`src/rtl/pipe_stage_buf_pkg.sv`:
```
// Shared constants for the pipe_stage_buf slice: default payload width,
// default depth, reset payload value and occupancy/pointer width helpers.
package pipe_stage_buf_pkg;

  localparam int DATA_WIDTH = 64;
  localparam int DEF_DEPTH  = 2;
  localparam logic [DATA_WIDTH-1:0] RESET_VALUE = '0;

  // Occupancy must represent 0..DEPTH inclusive, hence one extra bit.
  function automatic int cnt_width(input int depth);
    return $clog2(depth) + 1;
  endfunction

  function automatic int ptr_width(input int depth);
    return (depth > 1) ? $clog2(depth) : 1;
  endfunction

endpackage

```
`src/rtl/pipe_stage_buf_if.sv`:
```
// Handshake bundle around one buffered pipeline stage: upstream push side,
// downstream pop side, stage controls and occupancy.
interface pipe_stage_buf_if
  import pipe_stage_buf_pkg::*;
#(
  parameter int WIDTH = DATA_WIDTH,
  parameter int DEPTH = DEF_DEPTH
);

  localparam int CNT_W = cnt_width(DEPTH);

  logic             InValid;
  logic             InReady;
  logic [WIDTH-1:0] InData;
  logic             OutValid;
  logic             OutReady;
  logic [WIDTH-1:0] OutData;
  logic             Hold;
  logic             Flush;
  logic [CNT_W-1:0] Count;

  // Environment side: drives offers, consume strobes and controls.
  modport master (
    output InValid, InData, OutReady, Hold, Flush,
    input  InReady, OutValid, OutData, Count
  );

  // Stage side.
  modport slave (
    input  InValid, InData, OutReady, Hold, Flush,
    output InReady, OutValid, OutData, Count
  );

endinterface

```
`src/rtl/pipe_stage_mem.sv`:
```
// Entry storage for pipe_stage_buf: one synchronous write port and one
// asynchronous read port, no reset on the contents.
module pipe_stage_mem
  import pipe_stage_buf_pkg::*;
#(
  parameter int WIDTH = DATA_WIDTH,
  parameter int DEPTH = DEF_DEPTH,
  localparam int PTR_W = ptr_width(DEPTH)
) (
  input  logic             i_clk,
  input  logic             i_we,
  input  logic [PTR_W-1:0] i_waddr,
  input  logic [WIDTH-1:0] i_wdata,
  input  logic [PTR_W-1:0] i_raddr,
  output logic [WIDTH-1:0] o_rdata
);

  logic [WIDTH-1:0] r_mem [DEPTH];

  always_ff @(posedge i_clk) begin
    if (i_we) begin
      r_mem[i_waddr] <= i_wdata;
    end
  end

  // Read is combinational so the head entry is visible the cycle after its push.
  assign o_rdata = r_mem[i_raddr];

endmodule

```
`src/rtl/pipe_stage_buf.sv`:
```
// Buffered pipeline stage: DEPTH-entry FIFO with valid/ready on both sides,
// Hold freeze, Flush discard and a live occupancy count.
module pipe_stage_buf
  import pipe_stage_buf_pkg::*;
#(
  parameter int WIDTH = DATA_WIDTH,
  parameter int DEPTH = DEF_DEPTH,
  parameter logic [WIDTH-1:0] RESET_DATA = WIDTH'(RESET_VALUE)
) (
  input  logic             Clk,
  input  logic             Rst,
  pipe_stage_buf_if.slave  io
);

  localparam int PTR_W = ptr_width(DEPTH);
  localparam int CNT_W = cnt_width(DEPTH);
  localparam logic [CNT_W-1:0] FULL_CNT = CNT_W'(DEPTH);

  logic [PTR_W-1:0] r_head;
  logic [PTR_W-1:0] r_tail;
  logic [CNT_W-1:0] r_count;

  logic [PTR_W-1:0] w_head_next;
  logic [PTR_W-1:0] w_tail_next;
  logic [CNT_W-1:0] w_count_next;

  logic             w_full;
  logic             w_empty;
  logic             w_in_ready;
  logic             w_out_valid;
  logic             w_push;
  logic             w_pop;
  logic [WIDTH-1:0] w_head_data;

  assign w_full  = (r_count == FULL_CNT);
  assign w_empty = (r_count == '0);

  // Rst gates InReady so the stage never advertises space while held in reset.
  assign w_in_ready  = Rst && !w_full && !io.Hold && !io.Flush;
  assign w_out_valid = !w_empty && !io.Hold;

  assign w_push = io.InValid && w_in_ready;
  assign w_pop  = w_out_valid && io.OutReady && !io.Flush;

  always_comb begin
    w_head_next  = r_head;
    w_tail_next  = r_tail;
    w_count_next = r_count;
    if (io.Flush) begin
      w_head_next  = '0;
      w_tail_next  = '0;
      w_count_next = '0;
    end else begin
      // DEPTH is a power of two, so natural pointer overflow is the modulo wrap.
      if (w_push) begin
        w_tail_next = r_tail + PTR_W'(1);
      end
      if (w_pop) begin
        w_head_next = r_head + PTR_W'(1);
      end
      w_count_next = r_count + CNT_W'(w_push) - CNT_W'(w_pop);
    end
  end

  always_ff @(posedge Clk or negedge Rst) begin
    if (!Rst) begin
      r_head  <= '0;
      r_tail  <= '0;
      r_count <= '0;
    end else begin
      r_head  <= w_head_next;
      r_tail  <= w_tail_next;
      r_count <= w_count_next;
    end
  end

  pipe_stage_mem #(
    .WIDTH (WIDTH),
    .DEPTH (DEPTH)
  ) u_mem (
    .i_clk   (Clk),
    .i_we    (w_push),
    .i_waddr (r_tail),
    .i_wdata (io.InData),
    .i_raddr (r_head),
    .o_rdata (w_head_data)
  );

  assign io.InReady  = w_in_ready;
  assign io.OutValid = w_out_valid;
  assign io.OutData  = w_empty ? RESET_DATA : w_head_data;
  assign io.Count    = r_count;

endmodule

```
`src/flat_wrapper.sv`:
```
// flat-port wrapper written by rule: the top's interface ports become plain ports
module pipe_stage_buf_flat import pipe_stage_buf_pkg::*;
#(
  parameter int WIDTH = DATA_WIDTH,
  parameter int DEPTH = DEF_DEPTH,
  parameter logic [WIDTH-1:0] RESET_DATA = WIDTH'(RESET_VALUE)
)
  (Clk, Rst, io_InValid, io_InData, io_OutReady, io_Hold, io_Flush, io_InReady, io_OutValid, io_OutData, io_Count);
  pipe_stage_buf_if #(.WIDTH(WIDTH), .DEPTH(DEPTH)) io_i ();
  input  logic Clk;
  input  logic Rst;
  input wire logic [$bits(io_i.InValid)-1:0] io_InValid;
  input wire logic [$bits(io_i.InData)-1:0] io_InData;
  input wire logic [$bits(io_i.OutReady)-1:0] io_OutReady;
  input wire logic [$bits(io_i.Hold)-1:0] io_Hold;
  input wire logic [$bits(io_i.Flush)-1:0] io_Flush;
  output wire logic [$bits(io_i.InReady)-1:0] io_InReady;
  output wire logic [$bits(io_i.OutValid)-1:0] io_OutValid;
  output wire logic [$bits(io_i.OutData)-1:0] io_OutData;
  output wire logic [$bits(io_i.Count)-1:0] io_Count;
  assign io_i.InValid = io_InValid;
  assign io_i.InData = io_InData;
  assign io_i.OutReady = io_OutReady;
  assign io_i.Hold = io_Hold;
  assign io_i.Flush = io_Flush;
  assign io_InReady = io_i.InReady;
  assign io_OutValid = io_i.OutValid;
  assign io_OutData = io_i.OutData;
  assign io_Count = io_i.Count;
  pipe_stage_buf #(.WIDTH(WIDTH), .DEPTH(DEPTH), .RESET_DATA(RESET_DATA)) u_core (.Clk(Clk), .Rst(Rst), .io(io_i));
endmodule
```
`config.mk`:
```
export PLATFORM = sky130hd
export DESIGN_NAME = pipe_stage_buf_flat
export DESIGN_NICKNAME = d
export VERILOG_FILES = /design/src/rtl/pipe_stage_buf_pkg.sv /design/src/rtl/pipe_stage_buf_if.sv /design/src/rtl/pipe_stage_mem.sv /design/src/rtl/pipe_stage_buf.sv /design/src/flat_wrapper.sv
export SDC_FILE = /design/constraint.sdc
export NUM_CORES = 1
export LEC_CHECK = 0
export ABC_AREA = 1
export CORE_MARGIN = 5
export CORE_UTILIZATION = 51
export DETAILED_ROUTE_END_ITERATION = 8
export GPL_TIMING_DRIVEN = 0
export PLACE_DENSITY_LB_ADDON = 0.08
export SLEW_MARGIN = 20
export SYNTH_ARGS = -nofsm -noshare
export SYNTH_HDL_FRONTEND = slang
export SYNTH_SLANG_ARGS = --single-unit
```
`constraint.sdc`:
```
create_clock -name Clk -period 10.6 [get_ports Clk]
set_input_delay 1.59 -clock Clk [delete_from_list [all_inputs] [get_ports Clk]]
set_output_delay 1.59 -clock Clk [all_outputs]
set_load 0.005 [all_outputs]
```
==> summary.md <==
| Metric | Value |
|---|---|
| Mapped Area | 5060 µm² |
| Largest stage delay on the critical path | 0.54 ns |
| FP Rows | 36 |
| Share of layout cells above drive strength 1 | 0.105 |
| Tot Pwr | 1.24 mW |
| Pleak | 2.59 nW |
| Postcts setup bufs | 0 |
| TritonRoute pass-1 iters | 5 |
| Wire per inst | 17.1 µm |
| Top post-synthesis cells by area | edfxtp_1, nand2_1, a21oi_1 |
| Filler Cell Count | 675 |
| Worst setup EP type | output port |
| Initial core utilization | 0.520 |
| Fin. Hold Viols | 0 |
| DRT iter0 DRCs | 247 |
| Worst hold path type | reg -> reg |
| CP Launch Type | primary input |
| Worst Tran Pin Value | 0.507 ns |
| Hold_sp | u_core.r_tail$_DFFE_PN0P_ |
| Setup TNS | 0 ns |
| Clock Sink Count | 132 |
| Maximum vdd drop | 137 µV |
| HPWL after DPL | 7610 µm |
| # hold bufs at CTS | 0 |
| Max cap viols | 0 |
| Post-synthesis sequential area ratio | 0.779 |
| R2r startpoint | u_core.io.Count[1]$_DFF_PN0_ |
| Root buffer selected by CTS | clkbuf_8 |
| Resized Gates After CTS | 0 |
| Clock transition at path regs | 0.06 ns |
| Antenna violations before repair | 0 |
| P_int | 0.986 mW |
| Vias after detailed routing | 3,501 |
| Clk_lat worst skew | 0.51 ns |
| Worst path buffer plus inverter count | 2 |
| H-tree depth | 4 |
| Critical path's slowest cell | clkdlybuf4s50_1 |
| Sequential fraction of design power | 0.469 |
| Final worst slack | 6.03 ns |
| CP Data Required Time | 9.01 ns |
| Crit path arrival time | 2.98 ns |
| Area delta synth->final | 43.7% |
| Cell Count, Final, Fillers Out | 683 |
| First-pass GRT wire length | 18,100 µm |
| Pin count of the biggest net entering global routing | 54 |
| RSZ-0062 raised after global routing | no |
| CTS Buf Count | 17 |
| Period utilisation layout | 0.431 |
| IO buf count | 137 |
| Pre-CTS setup slack | 6.02 ns |
| Final setup fails | 0 |
| Via/cell ratio | 5.13 |
| Top-area cell type share of the netlist area | 0.760 |
| Yosys reg bits | 132 |
| DP Cell Count | 651 |
| Status | completed |
| Most area-hungry cell type in the Yosys netlist | edfxtp_1 |
| DIE HEIGHT | 110 µm |
| Total gr overflow | 0 |
| Clk pwr share | 0.465 |
| CP top delay family | buffers and inverters |
| Multi-input gate area | 930 µm² |
| CP startpoint | io_Flush |
| Comb power frac | 0.066 |
| Slew Limit Fails | 0 |
| Final layout net count | 609 |
| Gpl congestion | 0.793 |
| Yosys warnings | 0 |
| Post-Synthesis Cells | 378 |
| Gr usage total | 0.205 |
| Switch Pwr | 0.254 mW |
| Switching Share | 0.205 |
| Io pins | 138 |
| Antenna cells | 0 |
| Core Area | 9730 µm² |
| Min Tclk post-route | 4.57 ns |
| Crit-path max FO | 4 |
| CTS tree | yes |
| DRC errors left | 0 |
| DRT Wirelength | 11,700 µm |
| Netlist cell types | 14 |
| Crit-path cells | clkdlybuf4s50_1, nor2_1, nand2_1, nor2_1, clkdlybuf4s50_1 |
| Mapped Nets | 450 |
| Bufs on Longest Clock Path | 2 |
| Die width | 110 µm |
| Worst Skew | 0.00788 ns |
| Reg area | 3940 µm² |
| Relative slew slack | 0.661 |
| PD cells | 171 nW/µm² |
| Fmax achieved | 0.219 GHz |
| Vias in the first global route | 3,785 |
| WS Path Type | in -> out |
| Layout Utilization | 0.747 |
| Post-route ant nets | 0 |
| Syn_area_per_cell | 13.4 µm² |
| Full die area | 12,000 µm² |
## area by class of cell
cell class	instances	share of cell area
inverter	9	0.00499
clock buffer	17	0.0570
buffer	21	0.0220
tap	133	0.0229
sequential	132	0.543
multi-input combinational	216	0.128
timing repair buffer	140	0.198
clock inverter	15	0.0248
## layer usage
metal | GRT usage | share of wire | up-vias
met2 | 0.378 | 0.54 | 131
met5 | 0 | 0 | -
li1 | - | - | 1654
met1 | 0.214 | 0.37 | 1701
met4 | 0.0801 | 0.014 | 0
met3 | 0.0675 | 0.077 | 15
## worst register-to-register path, cell delays in order, from the launching register on
cell and delay (ns):
dfrtp_1 0.43, nand2_1 0.12, nand4_1 0.19, nor2_4 0.46, buf_12 0.26
## power by group through the flow
stage          logic [mW]  registers (mW)  clock network [mW]
3_3_place_gp       0.0781           0.592                   0
3_5_place_dp       0.0818           0.592                   0
6_report           0.0819           0.581               0.577
5_1_grt            0.0892           0.582               0.607
2_1_floorplan      0.0237           0.592                   0
4_1_cts            0.0830           0.581               0.581
## flip-flops by register name, indices dropped and copies added (netlist names)
register,count
u_core.u_mem.r_mem,128
u_core.io.Count,2
u_core.r_head,1
u_core.r_tail,1
## stage by stage
| stage | area (µm²) | hold slack (ns) |
|---|---|---|
| detailed placement | 6680 | 0.515 |
| CTS | 7270 | 0.529 |
| finish | 7270 | 0.537 |
| floorplan | 5060 | 0.471 |
| global route | 7270 | 0.560 |
| global placement | 6600 | 0.489 |
## synth_stat cells
master and instances:
a21oi_1 64, buf_2 8, buf_4 7, buf_6 6
dfrtp_1 4, edfxtp_1 128, ha_1 2, inv_1 8
inv_2 1, nand2_1 135, nand3_1 3, nand4_1 2
nor2_1 9, xor2_1 1
## final timing paths
check / endpoint / slack, ns / cells after the start
worst max-delay path: io_InReady / 6.03 / 5
worst min-delay path: u_core.r_tail$_DFFE_PN0P_ / 0.54 / 2
worst max register to register: u_core.u_mem.r_mem[1][21]$_DFFE_PP_ / 8.82 / 4
worst min register to register: u_core.r_tail$_DFFE_PN0P_ / 0.54 / 2
max in group asynchronous: u_core.io.Count[1]$_DFF_PN0_ / 9.05 / 1
min in group asynchronous: u_core.r_tail$_DFFE_PN0P_ / 1.32 / 1
## cells by family (layout without fill, tap and decap cells)
logic type	after synthesis	in the layout	synth area share
compound gates	64	64	0.0633
xor+xnor	1	1	0.00173
fa+ha+maj	2	2	0.00494
buf+inv	30	202	0.0383
flops	132	132	0.779
simple gates	149	149	0.112
## cells in the final DEF (no fill, tap or decap), types with 5 or more instances in the layout
master,synthesis,final
a21oi_1,64,64
buf_2,8,8
buf_4,7,7
buf_6,6,6
clkbuf_16,0,16
clkdlybuf4s50_1,0,137
clkinvlp_4,0,5
edfxtp_1,128,128
inv_1,8,7
nand2_1,135,135
nor2_1,9,8
Power figures use the tool's default switching activity.
